===== config.mk =====
export PLATFORM = sky130hd
export DESIGN_NAME = imem_uart_loader
export DESIGN_NICKNAME = d
export VERILOG_FILES = /design/src/rtl/imem_uart_loader.sv
export SDC_FILE = /design/constraint.sdc
export NUM_CORES = 1
export LEC_CHECK = 0
export CAP_MARGIN = 40
export CORE_UTILIZATION = 50
export CTS_CLUSTER_DIAMETER = 80
export CTS_CLUSTER_SIZE = 8
export DETAILED_ROUTE_END_ITERATION = 8
export PLACE_DENSITY = 0.78
export SYNTH_ARGS = -nofsm -noshare
export SYNTH_HDL_FRONTEND = slang
export SYNTH_SLANG_ARGS = --single-unit
export TNS_END_PERCENT = 50

===== constraint.sdc =====
create_clock -name clk -period 2.05 [get_ports clk]
set_input_delay 0.41 -clock clk [delete_from_list [all_inputs] [get_ports clk]]
set_output_delay 0.41 -clock clk [all_outputs]
set_load 0.02 [all_outputs]

===== src/rtl/imem_uart_loader.sv =====
// UART-to-instruction-memory loader: unpacks a length-prefixed byte frame into
// big-endian 32-bit words, writes them at consecutive addresses, holds the CPU in reset meanwhile.
module imem_uart_loader #(
    parameter int          DEPTH          = 256,
    parameter logic [31:0] BASE_ADDR      = 32'h0000_0000,
    parameter int          TIMEOUT_CYCLES = 1000000
) (
    input  logic        clk,
    input  logic        reset,
    input  logic        load_req,
    input  logic [7:0]  rx_data,
    input  logic        rx_valid,
    output logic        imem_we,
    output logic [31:0] imem_addr,
    output logic [31:0] imem_wdata,
    output logic        cpu_hold,
    output logic        load_done,
    output logic        load_error,
    output logic [15:0] words_loaded
);

    typedef enum logic [2:0] {S_IDLE, S_LEN_HI, S_LEN_LO, S_DATA, S_DONE, S_ERR} state_t;

    localparam logic [31:0] TMO_LAST = 32'(TIMEOUT_CYCLES - 1);
    localparam logic [16:0] DEPTH_W  = 17'(DEPTH);

    state_t      state_q, state_d;
    logic [15:0] len_q, len_d;
    logic [15:0] word_idx_q, word_idx_d;
    logic [1:0]  byte_idx_q, byte_idx_d;
    logic [23:0] asm_q, asm_d;
    logic [31:0] tmo_q, tmo_d;
    logic        we_q, we_d;
    logic [31:0] addr_q, addr_d;
    logic [31:0] wdata_q, wdata_d;
    logic        hold_q, hold_d;
    logic        done_q, done_d;
    logic        err_q, err_d;
    logic [15:0] words_q, words_d;

    logic        timed;
    logic        tmo_hit;
    logic [15:0] len_full;

    always_ff @(posedge clk) begin
        if (reset) begin
            state_q    <= S_IDLE;
            len_q      <= '0;
            word_idx_q <= '0;
            byte_idx_q <= '0;
            asm_q      <= '0;
            tmo_q      <= '0;
            we_q       <= 1'b0;
            addr_q     <= '0;
            wdata_q    <= '0;
            hold_q     <= 1'b0;
            done_q     <= 1'b0;
            err_q      <= 1'b0;
            words_q    <= '0;
        end else begin
            state_q    <= state_d;
            len_q      <= len_d;
            word_idx_q <= word_idx_d;
            byte_idx_q <= byte_idx_d;
            asm_q      <= asm_d;
            tmo_q      <= tmo_d;
            we_q       <= we_d;
            addr_q     <= addr_d;
            wdata_q    <= wdata_d;
            hold_q     <= hold_d;
            done_q     <= done_d;
            err_q      <= err_d;
            words_q    <= words_d;
        end
    end

    always_comb begin
        state_d    = state_q;
        len_d      = len_q;
        word_idx_d = word_idx_q;
        byte_idx_d = byte_idx_q;
        asm_d      = asm_q;
        we_d       = 1'b0;
        addr_d     = addr_q;
        wdata_d    = wdata_q;
        hold_d     = hold_q;
        done_d     = 1'b0;
        err_d      = err_q;
        words_d    = words_q;
        len_full   = {len_q[15:8], rx_data};

        timed   = (state_q == S_LEN_HI) || (state_q == S_LEN_LO) || (state_q == S_DATA);
        tmo_d   = timed ? tmo_q + 32'd1 : '0;
        // An arriving byte always beats the terminal count.
        tmo_hit = timed && !rx_valid && (tmo_q == TMO_LAST);

        case (state_q)
            S_IDLE, S_ERR: begin
                if (load_req) begin
                    state_d    = S_LEN_HI;
                    hold_d     = 1'b1;
                    err_d      = 1'b0;
                    words_d    = '0;
                    word_idx_d = '0;
                    byte_idx_d = '0;
                    tmo_d      = '0;
                end
            end
            S_LEN_HI: begin
                if (rx_valid) begin
                    len_d   = {rx_data, len_q[7:0]};
                    tmo_d   = '0;
                    state_d = S_LEN_LO;
                end
            end
            S_LEN_LO: begin
                if (rx_valid) begin
                    len_d      = len_full;
                    tmo_d      = '0;
                    word_idx_d = '0;
                    byte_idx_d = '0;
                    if (len_full == 16'd0) begin
                        state_d = S_DONE;
                    end else if ({1'b0, len_full} > DEPTH_W) begin
                        state_d = S_ERR;
                        err_d   = 1'b1;
                    end else begin
                        state_d = S_DATA;
                    end
                end
            end
            S_DATA: begin
                if (rx_valid) begin
                    asm_d      = {asm_q[15:0], rx_data};
                    byte_idx_d = byte_idx_q + 2'd1;
                    tmo_d      = '0;
                    if (byte_idx_q == 2'd3) begin
                        we_d       = 1'b1;
                        wdata_d    = {asm_q, rx_data};
                        addr_d     = BASE_ADDR + 32'({word_idx_q, 2'b00});
                        words_d    = word_idx_q + 16'd1;
                        word_idx_d = word_idx_q + 16'd1;
                        if (word_idx_q == len_q - 16'd1) begin
                            state_d = S_DONE;
                        end
                    end
                end
            end
            S_DONE: begin
                done_d  = 1'b1;
                hold_d  = 1'b0;
                state_d = S_IDLE;
            end
            default: state_d = S_IDLE;
        endcase

        if (tmo_hit) begin
            state_d = S_ERR;
            err_d   = 1'b1;
            tmo_d   = '0;
        end
    end

    assign imem_we      = we_q;
    assign imem_addr    = addr_q;
    assign imem_wdata   = wdata_q;
    assign cpu_hold     = hold_q;
    assign load_done    = done_q;
    assign load_error   = err_q;
    assign words_loaded = words_q;

endmodule


======== Yosys cells after proc, flatten, opt, wreduce, memory -nomap -nowiden ========
Cells that the tools add are included.
word-level totals
  bits in registers ....................... 161
  input port bits ......................... 12
  output and inout port bits .............. 84
  logic and storage cells ................. 109
cells by class
  add/subtract/negate cells ............... 4
  $lt $le $gt $ge ......................... 1
  equal/unequal tests ..................... 22
  multiplexer cells ....................... 37
  bitwise gates (word level) .............. 4
  reduce and logical (&&, ||, !) cells .... 26
operators by type and width
  cell                     count
  $mux W32                 3
  $mux W16                 5
  $pmux W16 S2             2
  $pmux W32 S2             1
  $pmux W16 S3             1
  $add A32 B1 Y32 const B  1
  $eq A32 B20 Y1 const B   1
  $mux W3                  9
  $add A16 B1 Y16 const B  1
  $eq A16 B16 Y1           1
  $gt A16 B9 Y1 const B    1
  $logic_not A16 Y1        1
  $sub A16 B1 Y16 const B  1
  $ne A3 B3 Y1 const B     5
  $pmux W3 S4              1
  $reduce_and A6 Y1        2
  $reduce_and A5 Y1        2
  $ne A3 B2 Y1 const B     3
  $reduce_and A3 Y1        3
  $mux W1                  8
  $mux W8                  1
  $ne A2 B2 Y1 const B     4
  $reduce_and A4 Y1        2
  $eq A3 B2 Y1 const B     2
  18 further kinds         33

======== Logic depth before layout (Yosys ltp) ========
  word-level depth ........................ 7
  gate-level depth with buffers ........... 9

======== Worst setup path after synthesis ========
Ideal clock, no wire load.
  path type ............................... register to register
  from .................................... reg len_q[0]
  to ...................................... reg state_q[1]
  data arrival time ....................... 2134 ps
  slack ................................... -156 ps
  stages on the path, launching flop included .. 10
  cells stage by stage .................... dfxtp_1 -> inv_1 -> ha_1 -> nor3b_1 -> xnor2_1 -> or4_1 -> nor4_2 -> nand3_1 -> o21ai_2 -> mux2i_1
on the way
  cells in the longest elaborated chain, start to end .. 4
ends and longest elaborated chain
  what                         line  text
  start: declaration           28    logic [15:0] len_q, len_d;
  start signal: assignment     62    len_q <= len_d;
  $sub A16 B1 Y16              143   if (word_idx_q == len_q - 16'd1) begin
  $eq A16 B16 Y1               143
  $ne A2 B1 Y1 (no line)       --
  $reduce_and A6 Y1 (no line)  --
  end signal: assignment       61    state_q <= state_d;
  end: declaration             27    state_t state_q, state_d;
No other way between the ends.
A chain may end at the register's enable or synchronous reset.

======== Worst setup path after layout ========
  from .................................... reg len_q[1]
  to ...................................... reg state_q[1]
Same word-level chain as after synthesis.

==> flow_summary.ini <==
[synth]
synth_edf_count = 0
yosysSeqAreaShare = 0.4579
synth_top_family_by_area = simple AND/OR/NAND/NOR gates
synthSimpleGateAreaFrac = 0.2629
ys_ff_latch = 161
synth_ff_type = dfxtp_1
synth_compound_area_frac = 0.1241
synth_mux_area_frac = 0.01280
ys_warn_count = 0
yosysTopAreaCellShare = 0.4579
synth-xor-area-share = 0.08212
synth.lib_cells_used.distinct = 57
synthTopCellsByCount = nand2_1 (212), dfxtp_1 (161), a21oi_1 (120)
synth.most_common_cell = nand2_1
yosysTopAreaCell = dfxtp_1
netlist_area_sq_um = 7039
synth_area_leaders = dfxtp_1 (46%), nand2_1 (11%), a21oi_1 (8.5%)
avgSynthCellArea_sq_um = 7.918
postSynthCellCount = 889
synthAdderAreaFrac = 0.007110
ys_async_sr_fraction = 0

[sta]
drv_slew = 0
clock_skew_ns = 0.01360
finalHoldViolCount = 0
clock.fmax_mhz = 461.1
setup_viol = 3
period_minus_slack_ns = 2.169
period_share = 1.058
rsz0062_at_grt = true
worst_slack_ns = -0.1189

[cts]
htreeDepth = 4
clock_latency_ns = 0.43
cts_made_buffers = 17
path_clk_slew_ns = 0.06
cts_hold_buffers = 0
clockRootBuffer = clkbuf_16
clock_path_buffers = 2
cts.sinks = 161
cts_tree = built

[route]
detail_route.wirelength_um = 17480
drt-vias-per-instance = 5.264
num_vias = 6438
dr.pass1.iters = 4
ant_nets = 0
drc_errors = 0
drt_iter0_markers = 338
wl_per_cell_um = 14.29

[die]
die_x_um = 120.7
core_area_sq_um = 13510
io-pin-count = 96
initial_utilization = 0.5212
die_h_um = 120.7
rows = 42
die-area_sq_um = 14560

[power_and_ir_drop]
total_power_mw = 8.313
power.density_nw_per_um2 = 888.7
ir_drop_mv = 0.6340
total_leakage_power_nw = 3.372

[global_route]
antenna_found_initial = 0
grt_pass1_wl_um = 28250
track_usage = 0.2455
overflow = 0
grt_pass1_vias = 6028
grt_max_degree = 85

[worst_setup_path]
worst_ep_required_time_ns = 2.40
cp-start-kind = flip-flop
arrival_ns = 2.52
cp_max_fo = 6
cp-end-kind = flip-flop
crit_type = flip-flop to flip-flop

[place]
port_buffers = 79
gp_congestion = 0.8767
dp.cells = 1184
hpwlAfterDp_um = 12160

[status]
status = finished, violations left
violations = negative setup slack

[layout]
finish.utilization = 0.6926
n_antenna_cell = 0
nNetsFinal = 1050
area_delta_synth_final_pct = 32.88
final_cell_count_no_fill = 1223
drive_gt1_frac = 0.1566

[flow_run]
maxCapViolations = 0

[hold_path]
min_path_type = primary input to flip-flop
## through the flow
step                worst slack (ns)  instance area [sq um]  setup TNS, ns  hold WS [ns]
detailed placement           -0.2866                   8640         -10.02        0.4430
floorplan                   -0.02499                   7122        -0.1550        0.4321
global route                 -0.1772                   9354        -0.4859        0.3711
finish                       -0.1189                   9354        -0.2302        0.3661
global placement             -0.2278                   8640         -7.839        0.4410
CTS                          -0.1439                   9301        -0.2945        0.3573
## cell families (layout without fill, tap and decap cells)
logic type | count (synthesis) | count (layout)
AO/OA/AOI/OAI | 157 | 157
XOR/XNOR | 66 | 66
adder cells (fa/ha/maj) | 4 | 4
buffers and inverters | 81 | 224
flip-flops | 161 | 161
multiplexers | 9 | 9
other | 1 | 16
AND/OR/NAND/NOR | 410 | 410
## power breakdown
part           switching (mW)  internal [mW]  total, mW
registers              0.0743           3.22       3.29
logic                    1.01          0.818       1.83
clock network            1.33           1.86       3.19
total                    2.42           5.90       8.31
## path summary, 6_finish.rpt
path                  start              to  slack [ns]  cells after the start
hold / removal        reset   word_idx_q[7]        0.37                      2
setup reg to reg   len_q[1]      state_q[1]       -0.12                      9
hold reg to reg   asm_q[16]  imem_wdata[24]        0.45                      2
setup / recovery   len_q[1]      state_q[1]       -0.12                      9
## registers in the layout (all words and copies together), names as in the netlist
register / flops
imem_wdata: 32
len_q: 16
asm_q: 24
load_done: 1
byte_idx_q: 2
words_loaded: 16
load_error: 1
imem_we: 1
imem_addr: 16
word_idx_q: 16
tmo_q: 32
cpu_hold: 1
state_q: 3
## cell usage in the layout (no fill, tap or decap), types with 9 or more instances in the layout
cell and n:
mux2i_1 9, nand2_1 210, conb_1 16, clkdlybuf4s50_1 78, nand4_1 13, buf_12 10
nor3_1 13, clkbuf_16 17, xnor2_1 40, dfxtp_1 155, buf_4 91, xor2_1 26
inv_1 10, nand3_1 26, a21oi_1 120, o21ai_0 9, nor2_1 80
## area by class of cell
| type | instances | area (sq um) |
|---|---|---|
| multi-input combinational | 662 | 3585 |
| clock inverter | 12 | 148.9 |
| timing repair buffer | 180 | 1675 |
| fill | 1101 | 4151 |
| tap | 176 | 220.2 |
| inverter | 12 | 45.04 |
| sequential | 161 | 3233 |
| clock buffer | 20 | 446.7 |
## timing repair
item,CTS,global route
resized for setup,12,9
hold endpoints to repair,0,0
setup endpoints to repair,4,36
buffers inserted,4,3
pin swaps,11,8
## worst max-delay path: stages (launching register included)
cell     delay, ns
dfxtp_2       0.34
inv_2         0.05
ha_4          0.15
buf_4         0.15
xor2_1        0.15
o31a_2        0.37
nor4_4        0.34
nand3_2       0.14
o21ai_2       0.20
mux2i_1       0.20
## layer usage
metal  routed length, um  GRT usage
met1                7711     0.3023
met2                8548     0.4134
met3                 760    0.05142
met4                 454     0.1065
met5                   0          0
Power figures use the tool's default switching activity.
